### src/rtl/fifo_rd_ctrl_if.sv
// Read-side signal bundle for the async FIFO read controller.
// The slave side is the controller; the master side is the read agent plus the memory and synchronizer.
interface fifo_rd_ctrl_if #(
    parameter int DATA_WIDTH = 32,
    parameter int ADDR_WIDTH = 5
);
    logic                  read_enable;
    logic [ADDR_WIDTH-1:0] aempty_value;
    logic [ADDR_WIDTH:0]   wq2_wptr_gray;
    logic [DATA_WIDTH-1:0] mem_rdata;
    logic [ADDR_WIDTH-1:0] raddr;
    logic [ADDR_WIDTH:0]   rptr_gray;
    logic [DATA_WIDTH-1:0] read_data;
    logic                  rdempty;
    logic                  rd_almost_empty;
    logic                  underflow;
    logic [ADDR_WIDTH:0]   fifo_read_count;
    logic [ADDR_WIDTH:0]   rd_level;

    modport slave (
        input  read_enable, aempty_value, wq2_wptr_gray, mem_rdata,
        output raddr, rptr_gray, read_data, rdempty, rd_almost_empty,
               underflow, fifo_read_count, rd_level
    );

    modport master (
        output read_enable, aempty_value, wq2_wptr_gray, mem_rdata,
        input  raddr, rptr_gray, read_data, rdempty, rd_almost_empty,
               underflow, fifo_read_count, rd_level
    );
endinterface

### src/rtl/fifo_rd_ctrl.sv
// Async FIFO read-domain control: binary/Gray read pointer, registered read data,
// and empty / almost-empty / level status derived from the synchronized write pointer.
module fifo_rd_ctrl #(
    parameter int DATA_WIDTH = 32,
    parameter int ADDR_WIDTH = 5
) (
    input  logic          rclk,
    input  logic          hw_rst_n,
    input  logic          sw_rst,
    fifo_rd_ctrl_if.slave bus
);
    localparam int PW = ADDR_WIDTH + 1;

    logic [PW-1:0]         r_rbin;
    logic [PW-1:0]         r_rgray;
    logic [DATA_WIDTH-1:0] r_rdata;
    logic                  r_rdempty;
    logic                  r_aempty;
    logic                  r_underflow;
    logic [PW-1:0]         r_count;
    logic [PW-1:0]         r_level;

    logic                  w_rd_fire;
    logic [PW-1:0]         w_rbin_next;
    logic [PW-1:0]         w_rgray_next;
    logic [PW-1:0]         w_wbin_sync;
    logic [PW-1:0]         w_level_next;

    // Registered empty gates the read, so a read never races a pointer update.
    assign w_rd_fire    = bus.read_enable & ~r_rdempty;
    assign w_rbin_next  = r_rbin + PW'(w_rd_fire);
    assign w_rgray_next = w_rbin_next ^ (w_rbin_next >> 1);

    always_comb begin
        w_wbin_sync = '0;
        w_wbin_sync[PW-1] = bus.wq2_wptr_gray[PW-1];
        for (int i = PW - 2; i >= 0; i--)
            w_wbin_sync[i] = w_wbin_sync[i+1] ^ bus.wq2_wptr_gray[i];
    end

    // Modulo-64 difference; the extra pointer bit keeps full (32) distinct from empty (0).
    assign w_level_next = w_wbin_sync - w_rbin_next;

    always_ff @(posedge rclk) begin
        if (!hw_rst_n || sw_rst) begin
            r_rbin      <= '0;
            r_rgray     <= '0;
            r_rdata     <= '0;
            r_rdempty   <= 1'b1;
            r_aempty    <= 1'b1;
            r_underflow <= 1'b0;
            r_count     <= '0;
            r_level     <= '0;
        end else begin
            r_rbin      <= w_rbin_next;
            r_rgray     <= w_rgray_next;
            r_rdempty   <= (w_rgray_next == bus.wq2_wptr_gray);
            r_aempty    <= (w_level_next <= {1'b0, bus.aempty_value});
            r_underflow <= bus.read_enable & r_rdempty;
            r_level     <= w_level_next;
            if (w_rd_fire) begin
                r_rdata <= bus.mem_rdata;
                r_count <= r_count + PW'(1);
            end
        end
    end

    assign bus.raddr           = r_rbin[ADDR_WIDTH-1:0];
    assign bus.rptr_gray       = r_rgray;
    assign bus.read_data       = r_rdata;
    assign bus.rdempty         = r_rdempty;
    assign bus.rd_almost_empty = r_aempty;
    assign bus.underflow       = r_underflow;
    assign bus.fifo_read_count = r_count;
    assign bus.rd_level        = r_level;
endmodule

### src/flat_wrapper.sv
// flat-port wrapper written by rule: the top's interface ports become plain ports
module fifo_rd_ctrl_flat 
#(
    parameter int DATA_WIDTH = 32,
    parameter int ADDR_WIDTH = 5
)
  (rclk, hw_rst_n, sw_rst, bus_read_enable, bus_aempty_value, bus_wq2_wptr_gray, bus_mem_rdata, bus_raddr, bus_rptr_gray, bus_read_data, bus_rdempty, bus_rd_almost_empty, bus_underflow, bus_fifo_read_count, bus_rd_level);
  fifo_rd_ctrl_if #(.DATA_WIDTH(DATA_WIDTH), .ADDR_WIDTH(ADDR_WIDTH)) bus_i ();
  input  logic rclk;
  input  logic hw_rst_n;
  input  logic sw_rst;
  input wire logic [$bits(bus_i.read_enable)-1:0] bus_read_enable;
  input wire logic [$bits(bus_i.aempty_value)-1:0] bus_aempty_value;
  input wire logic [$bits(bus_i.wq2_wptr_gray)-1:0] bus_wq2_wptr_gray;
  input wire logic [$bits(bus_i.mem_rdata)-1:0] bus_mem_rdata;
  output wire logic [$bits(bus_i.raddr)-1:0] bus_raddr;
  output wire logic [$bits(bus_i.rptr_gray)-1:0] bus_rptr_gray;
  output wire logic [$bits(bus_i.read_data)-1:0] bus_read_data;
  output wire logic [$bits(bus_i.rdempty)-1:0] bus_rdempty;
  output wire logic [$bits(bus_i.rd_almost_empty)-1:0] bus_rd_almost_empty;
  output wire logic [$bits(bus_i.underflow)-1:0] bus_underflow;
  output wire logic [$bits(bus_i.fifo_read_count)-1:0] bus_fifo_read_count;
  output wire logic [$bits(bus_i.rd_level)-1:0] bus_rd_level;
  assign bus_i.read_enable = bus_read_enable;
  assign bus_i.aempty_value = bus_aempty_value;
  assign bus_i.wq2_wptr_gray = bus_wq2_wptr_gray;
  assign bus_i.mem_rdata = bus_mem_rdata;
  assign bus_raddr = bus_i.raddr;
  assign bus_rptr_gray = bus_i.rptr_gray;
  assign bus_read_data = bus_i.read_data;
  assign bus_rdempty = bus_i.rdempty;
  assign bus_rd_almost_empty = bus_i.rd_almost_empty;
  assign bus_underflow = bus_i.underflow;
  assign bus_fifo_read_count = bus_i.fifo_read_count;
  assign bus_rd_level = bus_i.rd_level;
  fifo_rd_ctrl #(.DATA_WIDTH(DATA_WIDTH), .ADDR_WIDTH(ADDR_WIDTH)) u_core (.rclk(rclk), .hw_rst_n(hw_rst_n), .sw_rst(sw_rst), .bus(bus_i));
endmodule
### config.mk
export PLATFORM = sky130hd
export DESIGN_NAME = fifo_rd_ctrl_flat
export DESIGN_NICKNAME = d
export VERILOG_FILES = /design/src/rtl/fifo_rd_ctrl_if.sv /design/src/rtl/fifo_rd_ctrl.sv /design/src/flat_wrapper.sv
export SDC_FILE = /design/constraint.sdc
export NUM_CORES = 1
export LEC_CHECK = 0
export BUFFER_PORTS_ARGS = -buffer_cell sky130_fd_sc_hd__buf_2
export CAP_MARGIN = 0
export CORE_ASPECT_RATIO = 0.5
export CORE_MARGIN = 3
export CORE_UTILIZATION = 45
export DETAILED_ROUTE_END_ITERATION = 7
export PLACE_DENSITY = 0.81
export SLEW_MARGIN = 10
export SYNTH_ARGS = -nofsm -noshare
export SYNTH_HDL_FRONTEND = slang
export SYNTH_SLANG_ARGS = --single-unit
### constraint.sdc
create_clock -name rclk -period 4.3 [get_ports rclk]
set_input_delay 0.645 -clock rclk [delete_from_list [all_inputs] [get_ports rclk]]
set_output_delay 0.645 -clock rclk [all_outputs]
set_load 0.02 [all_outputs]
======== Yosys cells after proc, flatten, opt, wreduce, memory -nomap -nowiden ========
Index checks and enable logic that the tools add are counted.
storage, ports and cells
  bits in registers ....................... 59
  latch bits .............................. 0
  RAM bits ................................ 0
  memory bits (read-only) ................. 0
  bits of input ports ..................... 47
  output and inout bits ................... 58
  word-level logic and storage cells ...... 24
  memories kept ........................... 0
operators by class
  $add $sub $neg .......................... 3
  multipliers ............................. 0
  divide/modulo/power cells ............... 0
  magnitude comparators ................... 1
  equality and inequality tests ........... 1
  shift operators ......................... 0
  muxes and demuxes ....................... 0
  bitwise operators ....................... 9
  reductions and logical operators ........ 2
operators with widths
  cell                                                           count
  6-bit by 1-bit adder with 6-bit output                         1
  6-bit by 1-bit adder with 6-bit output, second input constant  1
  6-bit == test                                                  1
  6-bit by 5-bit less-or-equal comparator with 1-bit output      1
  6-bit subtractor                                               1
  6-bit by 5-bit XOR with 6-bit output                           1
  1-bit XOR                                                      5
  1-bit bitwise AND                                              2
  1-bit logical NOT                                              1
  1-bit logical OR                                               1
  1-bit NOT                                                      1

======== Longest topological paths before layout ========
Gate-level depths: netlist of the first run.
  depth in word-level cells ............... 7
  gate-level depth with buffers ........... 17

======== Worst setup path before layout of the first run ========
No wires, ideal clock.
  kind .................................... input -> register
  start point ............................. in bus_read_enable
  end point ............................... reg u_core.r_aempty, in the netlist u_core.bus.rd_almost_empty
  arrival ................................. 3.511 ns
  required time ........................... 4.213 ns
  slack ................................... 0.702 ns
  stages .................................. 16
  path buffers ............................ 3
  cell sequence ........................... nand2b_1 -> clkbuf_1 -> inv_1 -> buf_2 -> buf_1 -> ha_1 -> ha_1 -> inv_1 -> fa_1 -> a21o_1 -> a21oi_1 -> xnor2_1 -> ha_1 -> mux2i_1 -> a21oi_1 -> o31ai_1
on the way
  cells in the longest elaborated chain, start to end .. 4
RTL lines
  what                                                       line                RTL
  from (decl)                                                flat_wrapper.sv:12  input wire logic [$bits(bus_i.read_enable)-1:0] bus_read_enable;
  1-bit bitwise AND                                          fifo_rd_ctrl.sv:30  assign w_rd_fire = bus.read_enable & ~r_rdempty;
  6-bit by 1-bit adder with 6-bit output                     fifo_rd_ctrl.sv:31  assign w_rbin_next = r_rbin + PW'(w_rd_fire);
  via u_core.w_rbin_next[1]                                  fifo_rd_ctrl.sv:24  logic [PW-1:0] w_rbin_next;
  6-bit subtractor                                           fifo_rd_ctrl.sv:42  assign w_level_next = w_wbin_sync - w_rbin_next;
  via u_core.w_level_next[4]                                 fifo_rd_ctrl.sv:27  logic [PW-1:0] w_level_next;
  6-bit by 5-bit less-or-equal comparator with 1-bit output  fifo_rd_ctrl.sv:58  r_aempty <= (w_level_next <= {1'b0, bus.aempty_value});
  to (signal assigned)                                       fifo_rd_ctrl.sv:58
  to (decl)                                                  fifo_rd_ctrl.sv:18  logic r_aempty;
The timed path passes the listed nets, and every way through them passes these cells.
A chain may end at the register's enable or synchronous reset.

======== Worst setup path in the final report of the first run ========
  start point ............................. in bus_wq2_wptr_gray[5]
  end point ............................... reg u_core.r_aempty, in the netlist u_core.bus.rd_almost_empty
on the way
  cells in the longest elaborated chain, start to end .. 7
RTL lines
  what                                                         line                RTL
  from (decl)                                                  flat_wrapper.sv:14  input wire logic [$bits(bus_i.wq2_wptr_gray)-1:0] bus_wq2_wptr_gray;
  1-bit XOR *                                                  fifo_rd_ctrl.sv:38  w_wbin_sync[i] = w_wbin_sync[i+1] ^ bus.wq2_wptr_gray[i];
  1-bit XOR (4 in a row)                                       fifo_rd_ctrl.sv:38
  6-bit subtractor *                                           fifo_rd_ctrl.sv:42
  via u_core.w_level_next[4]                                   fifo_rd_ctrl.sv:27
  6-bit by 5-bit less-or-equal comparator with 1-bit output *  fifo_rd_ctrl.sv:58
Mark *: on every way through the listed nets, which the timed path passes. The rest lies on a longest branch.

==> results by group, run 1 <==
Run status
  – Outcome: completed

Synth
  – Synth async-reset ratio: 0%
  – Top cells by count, synth: 70 x nand2_1, 58 x dfxtp_1, 40 x a21oi_1, 20 x nor2_1
  – Sequential area share after synthesis: 43.5%
  – Synth Instances: 310
  – Post-Syn Nets: 371
  – Post-synthesis cell area: 0.00267 mm²
  – Synth Warn #: 0
  – Top-area cell type share of the netlist area: 43.5%
  – Yosys cell types: 39
  – Seq cells post-synth: 58
  – Top FF cell, synth: dfxtp_1
  – Top-count cell post-synth: nand2_1
  – Synth area leaders: dfxtp_1 43%, nand2_1 9.8%, a21oi_1 7.5%, ha_1 6.1%, xnor2_1 4.3%
  – Synthesized area per cell: 8.61 µm²
  – Post-synth EDFFs: 0
  – Yosys top cell by area: dfxtp_1

Finish
  – Fin nets: 471
  – FILL cells: ~480
  – Final Cell Area: about 0.0035 mm²
  – Area grow syn2layout: 32.7%
  – Diode count: 0
  – Share of layout cells above drive strength 1: 32.0%

Clock tree
  – CTS H-Tree Depth: 3
  – Postcts setup bufs: 0
  – Total CTS buffers: 9
  – CTS Hold Bufs: 0
  – CTS tree: yes
  – Post-cts gate resize count: 0
  – Clk_lat worst skew: around 310 ps
  – Clock buffer depth: 2
  – Clk pin slew, worst setup/hold paths: 50 ps
  – Clock Root Buffer: clkbuf_16
  – Clock sinks: between 50 and 60

Drt
  – Vias/cell: around 4.8
  – Drt drc: 0
  – Routed vias: 2,331
  – Final wirelength: 6.05 mm
  – Post-DRT Antenna Nets: 0
  – Pre-Repair DR Iteration Count: 4
  – DRT iter0 DRCs: 115
  – WL/cell: 12.4 µm

Setup path
  – R2R Path End: u_core.bus.rd_almost_empty$_SDFF_PP1_
  – CP most frequent cell: xnor2_1
  – Crit-path max FO: 3
  – Worst R2R Start: u_core.bus.rdempty$_SDFF_PP1_
  – Worst Setup Start Kind: input pin
  – Critical path capture point type: flop
  – Crit path capture: u_core.bus.rd_almost_empty$_SDFF_PP1_
  – CP max stage delay: roughly 400 ps
  – Crit-path slowest cell: fa_1
  – Setup CP Type: in -> reg
  – Critical Path RT: 4460 ps
  – Worst path arrival time: 3510 ps
  – Worst r2r path cells: 14
  – CP Launch Point: bus_wq2_wptr_gray[5]
  – Critical path, cell by cell: buf_2 > xor2_2 > xnor2_1 > xnor2_2 > xor2_2 > xnor2_1 > ha_1 > inv_1 > fa_1 > a21o_1 > a21oi_1 > xnor2_1 > ha_1 > mux2i_1 > a21oi_1 > o31ai_1
  – FF-to-FF setup slack: 1170 ps

Pwr
  – Sequential power share: between 30% and 40%
  – Internal power: 1.16 mW
  – Logic pwr share: between 10% and 20%
  – PwrDens: between 400 and 500 mW/mm²
  – Leak: ~1.6 nW
  – Worst vdd rail ir drop: 0.000282 V
  – Clock group share of total power: 49.7%
  – Overall power: ~1.5 mW
  – P_sw: 0.337 mW
  – Net Sw Frac: approximately 23%

Global routing
  – Largest net degree at the start of global routing: 50
  – GRT busiest layer: met2
  – GRT Resource Usage Total: 16.9%
  – M2 GR Usage: about 30%
  – Total congestion overflow: 0
  – M3 GR Usage: 5.28%
  – Met1 Usage GRT: 20.2%
  – Initial antenna violation count: 0
  – Vias in the first global route: 2,132
  – First-pass GRT wire length: approximately 9.3 mm

Placed design
  – IO Port Bufs: 104
  – Pre-CTS setup slack: 583 ps
  – Placed cell area: ~0.0032 mm²
  – GP Congestion: 0.810
  – DP Wirelength: 4.44 mm

Timing
  – RSZ-0062 raised after global routing: false
  – Slew Viols, Final: 0
  – Max-slew headroom: 35.4%
  – Slew @ Worst Pin: 970 ps
  – Fin crit period: about 3400 ps
  – Skew final: 7.63 ps
  – Post-layout worst setup margin: 947 ps
  – Final period util: 78.0%
  – Setup violations, final: 0
  – Fmax: 0.298 GHz
  – Setup TNS: 0 ps
  – Hold slack: 451 ps
  – Final Hold Viols: 0

Floorplanning
  – Die Ht: 60.5 µm
  – Die W: 115 µm
  – Number of core rows: 19
  – CORE AREA: 0.00561 mm²
  – Starting Density: 47.6%
  – Die ar.: 0.00695 mm²
  – I/O pins: ~110

Min path
  – Tightest Hold Check Type: reg -> reg

Flow run
  – Max-Cap Viols: 0
## power by group through the flow
stage / Clock (mW) / Combinational [mW] / Sequential, mW
6_report: 0.744 / 0.197 / 0.556
5_1_grt: 0.784 / 0.223 / 0.557
4_1_cts: 0.760 / 0.200 / 0.556
3_5_place_dp: 0 / 0.197 / 0.567
3_3_place_gp: 0 / 0.194 / 0.566
2_1_floorplan: 0 / 0.119 / 0.583
## layer usage
metal  vias to the layer above  routed length (µm)
met2                        63                2860
met3                         6                 311
met5                         -                   0
met1                      1039                2830
met4                         0                  48
li1                       1223                   -
## stage by stage
step	util, %	std cells
floorplan	-	310
global placement	57.4	472
detailed placement	57.4	472
CTS	63.1	488
global route	63.1	488
finish	63.1	488
## layout by cell type (no fill, tap or decap), drive strengths merged
cell type / netlist / routed
a211oi: 1 / 1
a21bo: 1 / 1
a21o: 1 / 1
a21oi: 40 / 40
a41oi: 1 / 1
and2: 5 / 5
and3: 4 / 4
buf: 9 / 106
bufinv: 0 / 2
clkbuf: 8 / 11
clkinv: 0 / 2
clkinvlp: 0 / 1
dfxtp: 58 / 58
fa: 1 / 1
ha: 13 / 13
inv: 10 / 10
mux2: 1 / 1
mux2i: 2 / 2
nand2: 72 / 72
nand2b: 3 / 3
nand3: 4 / 4
nand4: 4 / 4
nor2: 20 / 20
nor2b: 4 / 4
nor3: 2 / 2
o21a: 4 / 4
o21ai: 7 / 7
o221ai: 2 / 2
o31a: 1 / 1
o31ai: 3 / 3
or3: 1 / 1
or4: 1 / 1
xnor2: 15 / 15
xnor3: 2 / 2
xor2: 10 / 10
## state kept, by name, indices dropped and copies added (netlist names)
name and count:
u_core.bus.rd_almost_empty 1, u_core.bus.rd_level 6, u_core.bus.rdempty 1, u_core.bus.read_data 32
u_core.bus.rptr_gray 6, u_core.bus.underflow 1, u_core.bus.fifo_read_count 6, u_core.r_rbin 5
## cell type report
| type | instances | area, µm² | area share (%) |
|---|---|---|---|
| clock inverters | 5 | 77.6 | 2.19 |
| inverters | 10 | 37.5 | 1.06 |
| multi-input cells | 225 | 1400 | 39.4 |
| clock buffers | 11 | 243 | 6.85 |
| repair buffers | 106 | 536 | 15.1 |
| flip-flops and latches | 58 | 1160 | 32.8 |
| well taps | 73 | 91.3 | 2.58 |
## critical path: cells and delay by family
family	cells	cell delay (ps)
xor gates and xnor gates	6	1190
adders and majority gates	3	850
AOI/OAI and AO/OA	4	520
buffers and inverters	2	170
muxes	1	120
## kinds of logic (layout without fill, tap and decap cells)
logic type      after synthesis  count (layout)  synth area share (%)
mux                           3               3                  1.17
simple gates                120             120                  19.4
buf+inv                      27             132                  4.31
compound gates               61              61                  13.7
xor+xnor                     27              27                  11.0
flops                        58              58                  43.5
fa+ha+maj                    14              14                  6.84
## how the worst min path moves through the flow
| stage | endpoint | from | slack [ps] | cells after the start |
|---|---|---|---|---|
| 2_1_floorplan | u_core.bus.read_data[0]$_SDFFE_PP0N_ | u_core.bus.read_data[0]$_SDFFE_PP0N_ | 530 | 2 |
| 3_3_place_gp | u_core.bus.read_data[29]$_SDFFE_PP0N_ | u_core.bus.read_data[29]$_SDFFE_PP0N_ | 440 | 2 |
| 3_5_place_dp | u_core.bus.read_data[19]$_SDFFE_PP0N_ | u_core.bus.read_data[19]$_SDFFE_PP0N_ | 440 | 2 |
| 4_1_cts | u_core.bus.read_data[19]$_SDFFE_PP0N_ | u_core.bus.read_data[19]$_SDFFE_PP0N_ | 450 | 2 |
| 5_1_grt | u_core.bus.read_data[6]$_SDFFE_PP0N_ | u_core.bus.read_data[6]$_SDFFE_PP0N_ | 470 | 2 |
| 6_report | u_core.bus.read_data[17]$_SDFFE_PP0N_ | u_core.bus.read_data[17]$_SDFFE_PP0N_ | 450 | 2 |
No activity file was read; power rests on OpenSTA's default activity.
==> run 2: changes to the inputs <==
Clock period 4.3 ns to 3.3 ns, I/O delays scaled along.
==> run 2 against run 1 <==
Compared with the run above:
- clock power increased by 9.0%
- register-to-register slack got worse by 810 ps
- critical path depth up 1
- clock skew shrank 4.6 ps
- first-iteration DRC count up 11%
- hold slack got worse by 31 ps
- combinational power is 50% higher
- utilization increased by 1.2 points
- highest routed layer unchanged
==> results by group, run 2 (same netlist as run 1, synthesis figures left out) <==
Run status
  – Outcome: completed

Floorplanning
  – CORE AREA: 0.00561 mm² (unchanged)
  – Die Ht: 60.5 µm (unchanged)
  – I/O pins: 105 (unchanged)
  – Die W: 115 µm (unchanged)
  – Die ar.: 0.00695 mm² (unchanged)
  – Starting Density: 47.6% (unchanged)
  – Number of core rows: 19 (unchanged)

Clock tree
  – CTS Hold Bufs: 0 (unchanged)
  – Clock buffer depth: 2 (unchanged)
  – Total CTS buffers: 9 (unchanged)
  – Clk_lat worst skew: 310 ps (about the same)
  – CTS tree: yes
  – CTS H-Tree Depth: 3 (unchanged)
  – Clock Root Buffer: clkbuf_16
  – Clock sinks: 58 (unchanged)
  – Clk pin slew, worst setup/hold paths: 50 ps (about the same)

Setup path
  – CP Launch Point: bus_wq2_wptr_gray[5]
  – CP max stage delay: 330 ps (-70 ps)
  – Setup CP Type: in -> reg
  – CP most frequent cell: xnor2_1
  – Family with the most delay on the worst path: XOR/XNOR gates
  – Critical path capture point type: flop
  – Critical path, cell by cell: buf_2 > xor2_2 > xnor2_1 > buf_4 > xnor2_4 > xor2_2 > xnor2_1 > ha_2 > inv_1 > fa_2 > a21o_1 > a21oi_2 > xnor2_1 > ha_1 > mux2i_1 > a21oi_1 > o31ai_1
  – Worst path bufs/invs: 3 (+1)
  – Worst R2R Start: u_core.bus.rdempty$_SDFF_PP1_
  – Crit-path max FO: 2 (-1)
  – Worst path arrival time: 3340 ps (-170 ps)
  – Worst Setup Start Kind: input pin
  – Critical Path RT: 3530 ps (-930 ps)
  – Crit-path slowest cell: fa_2

Finish
  – Largest register FFs: 32 (unchanged)
  – Share of layout cells above drive strength 1: 35.4% (+3.3 points)
  – Final Cell Area: 0.00361 mm² (+1.8%)
  – Non-filler cells, final: 500 (+2.5%)
  – FILL cells: 483 (+1.3%)
  – Commonest non-fill, non-tap cell in the layout: buf_2
  – Fin nets: 483 (+2.5%)
  – Util after Layout: 64.3% (+1.2 points)
  – Area grow syn2layout: 35.1%
  – Diode count: 0 (unchanged)
  – Commonest cells after routing, fill and taps aside: 104 x buf_2, 70 x nand2_1, 57 x dfxtp_1

Drt
  – Routed vias: 2,403 (+3.1%)
  – Final wirelength: 5.96 mm (-1.4%)
  – WL/cell: 11.9 µm (-3.8%)
  – Post-DRT Antenna Nets: 0 (unchanged)
  – DRT iter0 DRCs: 128 (+11%)
  – Pre-Repair DR Iteration Count: 4 (unchanged)
  – Vias/cell: 4.81 (+0.61%)
  – Drt drc: 0 (unchanged)

Pwr
  – Leak: 1.63 nW (+2.3%)
  – P_sw: 0.452 mW (+34%)
  – Clock group share of total power: 44.3% (-5.4 points)
  – Net Sw Frac: 24.7% (+2.1 points)
  – Worst vdd rail ir drop: 0.000265 V (-6.2%)
  – Sequential power share: 39.6% (+2.4 points)
  – PwrDens: 508 mW/mm² (+20%)
  – Internal power: 1.38 mW (+19%)
  – Logic pwr share: 16.1% (+3.0 points)

Placed design
  – IO Port Bufs: 104 (unchanged)
  – GP Congestion: 0.856 (+5.7%)
  – Pre-CTS setup slack: -144 ps (-727 ps)
  – Inst Count DP: 482 (+2.1%)
  – Placed cell area: 0.00330 mm² (+2.4%)
  – DP Wirelength: 4.34 mm (-2.3%)

Min path
  – Hold path start: bus_mem_rdata[5]
  – Tightest Hold Check Type: in -> reg

Timing
  – Setup violations, final: 0 (unchanged)
  – Max-slew headroom: 35.0% (-0.34 points)
  – Fin crit period: 3120 ps
  – Post-layout worst setup margin: 183 ps (-764 ps)
  – Final period util: between 90% and 100%
  – Fmax: 0.321 GHz
  – Slew @ Worst Pin: 975 ps (+5.06 ps)
  – Final Hold Viols: 0 (unchanged)
  – Slew Viols, Final: 0 (unchanged)
  – Skew final: 3.01 ps (-4.62 ps)
  – Setup TNS: 0 ps (unchanged)

Global routing
  – Total congestion overflow: 0 (unchanged)
  – Largest net degree at the start of global routing: 50 (unchanged)
  – Vias in the first global route: 2,138 (+0.28%)
  – Initial antenna violation count: 0 (unchanged)
  – First-pass GRT wire length: 9.28 mm (-0.59%)
  – GRT Resource Usage Total: 16.9% (-0.018 points)

Flow run
  – Max-Cap Viols: 0 (unchanged)
==> run 2: cell types whose count changed in the layout (fill, tap and decap cells not counted), sizes merged <==
cell | before | now
buf | 106 | 118
clkbuf | 11 | 10
clkinv | 2 | 5
bufinv | 2 | 0
==> run 2: worst paths after layout <==
path	to	cells past startpoint	slack [ps]
max	u_core.bus.rd_almost_empty$_SDFF_PP1_	17	180
min	u_core.bus.read_data[5]$_SDFFE_PP0N_	3	420
max reg2reg	u_core.bus.rd_almost_empty$_SDFF_PP1_	14	360
min reg2reg	u_core.bus.read_data[28]$_SDFFE_PP0N_	2	450
==> run 2: worst reg2reg max path, stage by stage, from the launching register on <==
cell      delay [ps]
dfxtp_2          320
nand2b_1         140
inv_1             80
ha_2             250
ha_1             310
inv_1            180
ha_1             270
nor2b_1          150
o31a_1           250
a21oi_1          190
ha_1             280
nand4_1          100
mux2i_1           70
a21oi_1          120
o31ai_1           80
==> run 2: final cells by class <==
class	instances	area, µm²	area share, %
Multi-Input combinational cell	225	1420	39.3
Sequential cell	58	1160	32.2
Timing Repair Buffer	118	626	17.3
Clock buffer	10	239	6.63
Tap cell	73	91.3	2.53
Inverter	10	37.5	1.04
Clock inverter	6	32.5	0.902
==> run 2: power by group through the flow <==
| stage | sequential, mW | combinational [mW] | clock, mW |
|---|---|---|---|
| final | 0.724 | 0.295 | 0.811 |
| after global routing | 0.725 | 0.330 | 0.868 |
| after CTS | 0.724 | 0.275 | 0.835 |
| after detailed placement | 0.738 | 0.274 | 0 |
| after global placement | 0.738 | 0.269 | 0 |
| after floorplan | 0.760 | 0.156 | 0 |
==> run 2: timing repair <==
action	4_1_cts	5_1_grt
gates resized for setup	0	5
setup endpoints to repair	0	1
setup buffers	0	2
==> run 2: through the flow <==
step	hold slack, ps	power [mW]
after floorplan	528	0.916
after global placement	439	1.01
after detailed placement	443	1.01
after CTS	408	1.83
after global routing	407	1.92
final	419	1.83
==> run 2: routing by layer <==
metal / vias up / share of wire [%] / track usage, %
met5: - / 0 / 0
met4: 0 / 1.2 / 6.69
met3: 9 / 4.3 / 4.38
met2: 49 / 49 / 30.8
met1: 1101 / 45 / 19.6
li1: 1244 / - / -
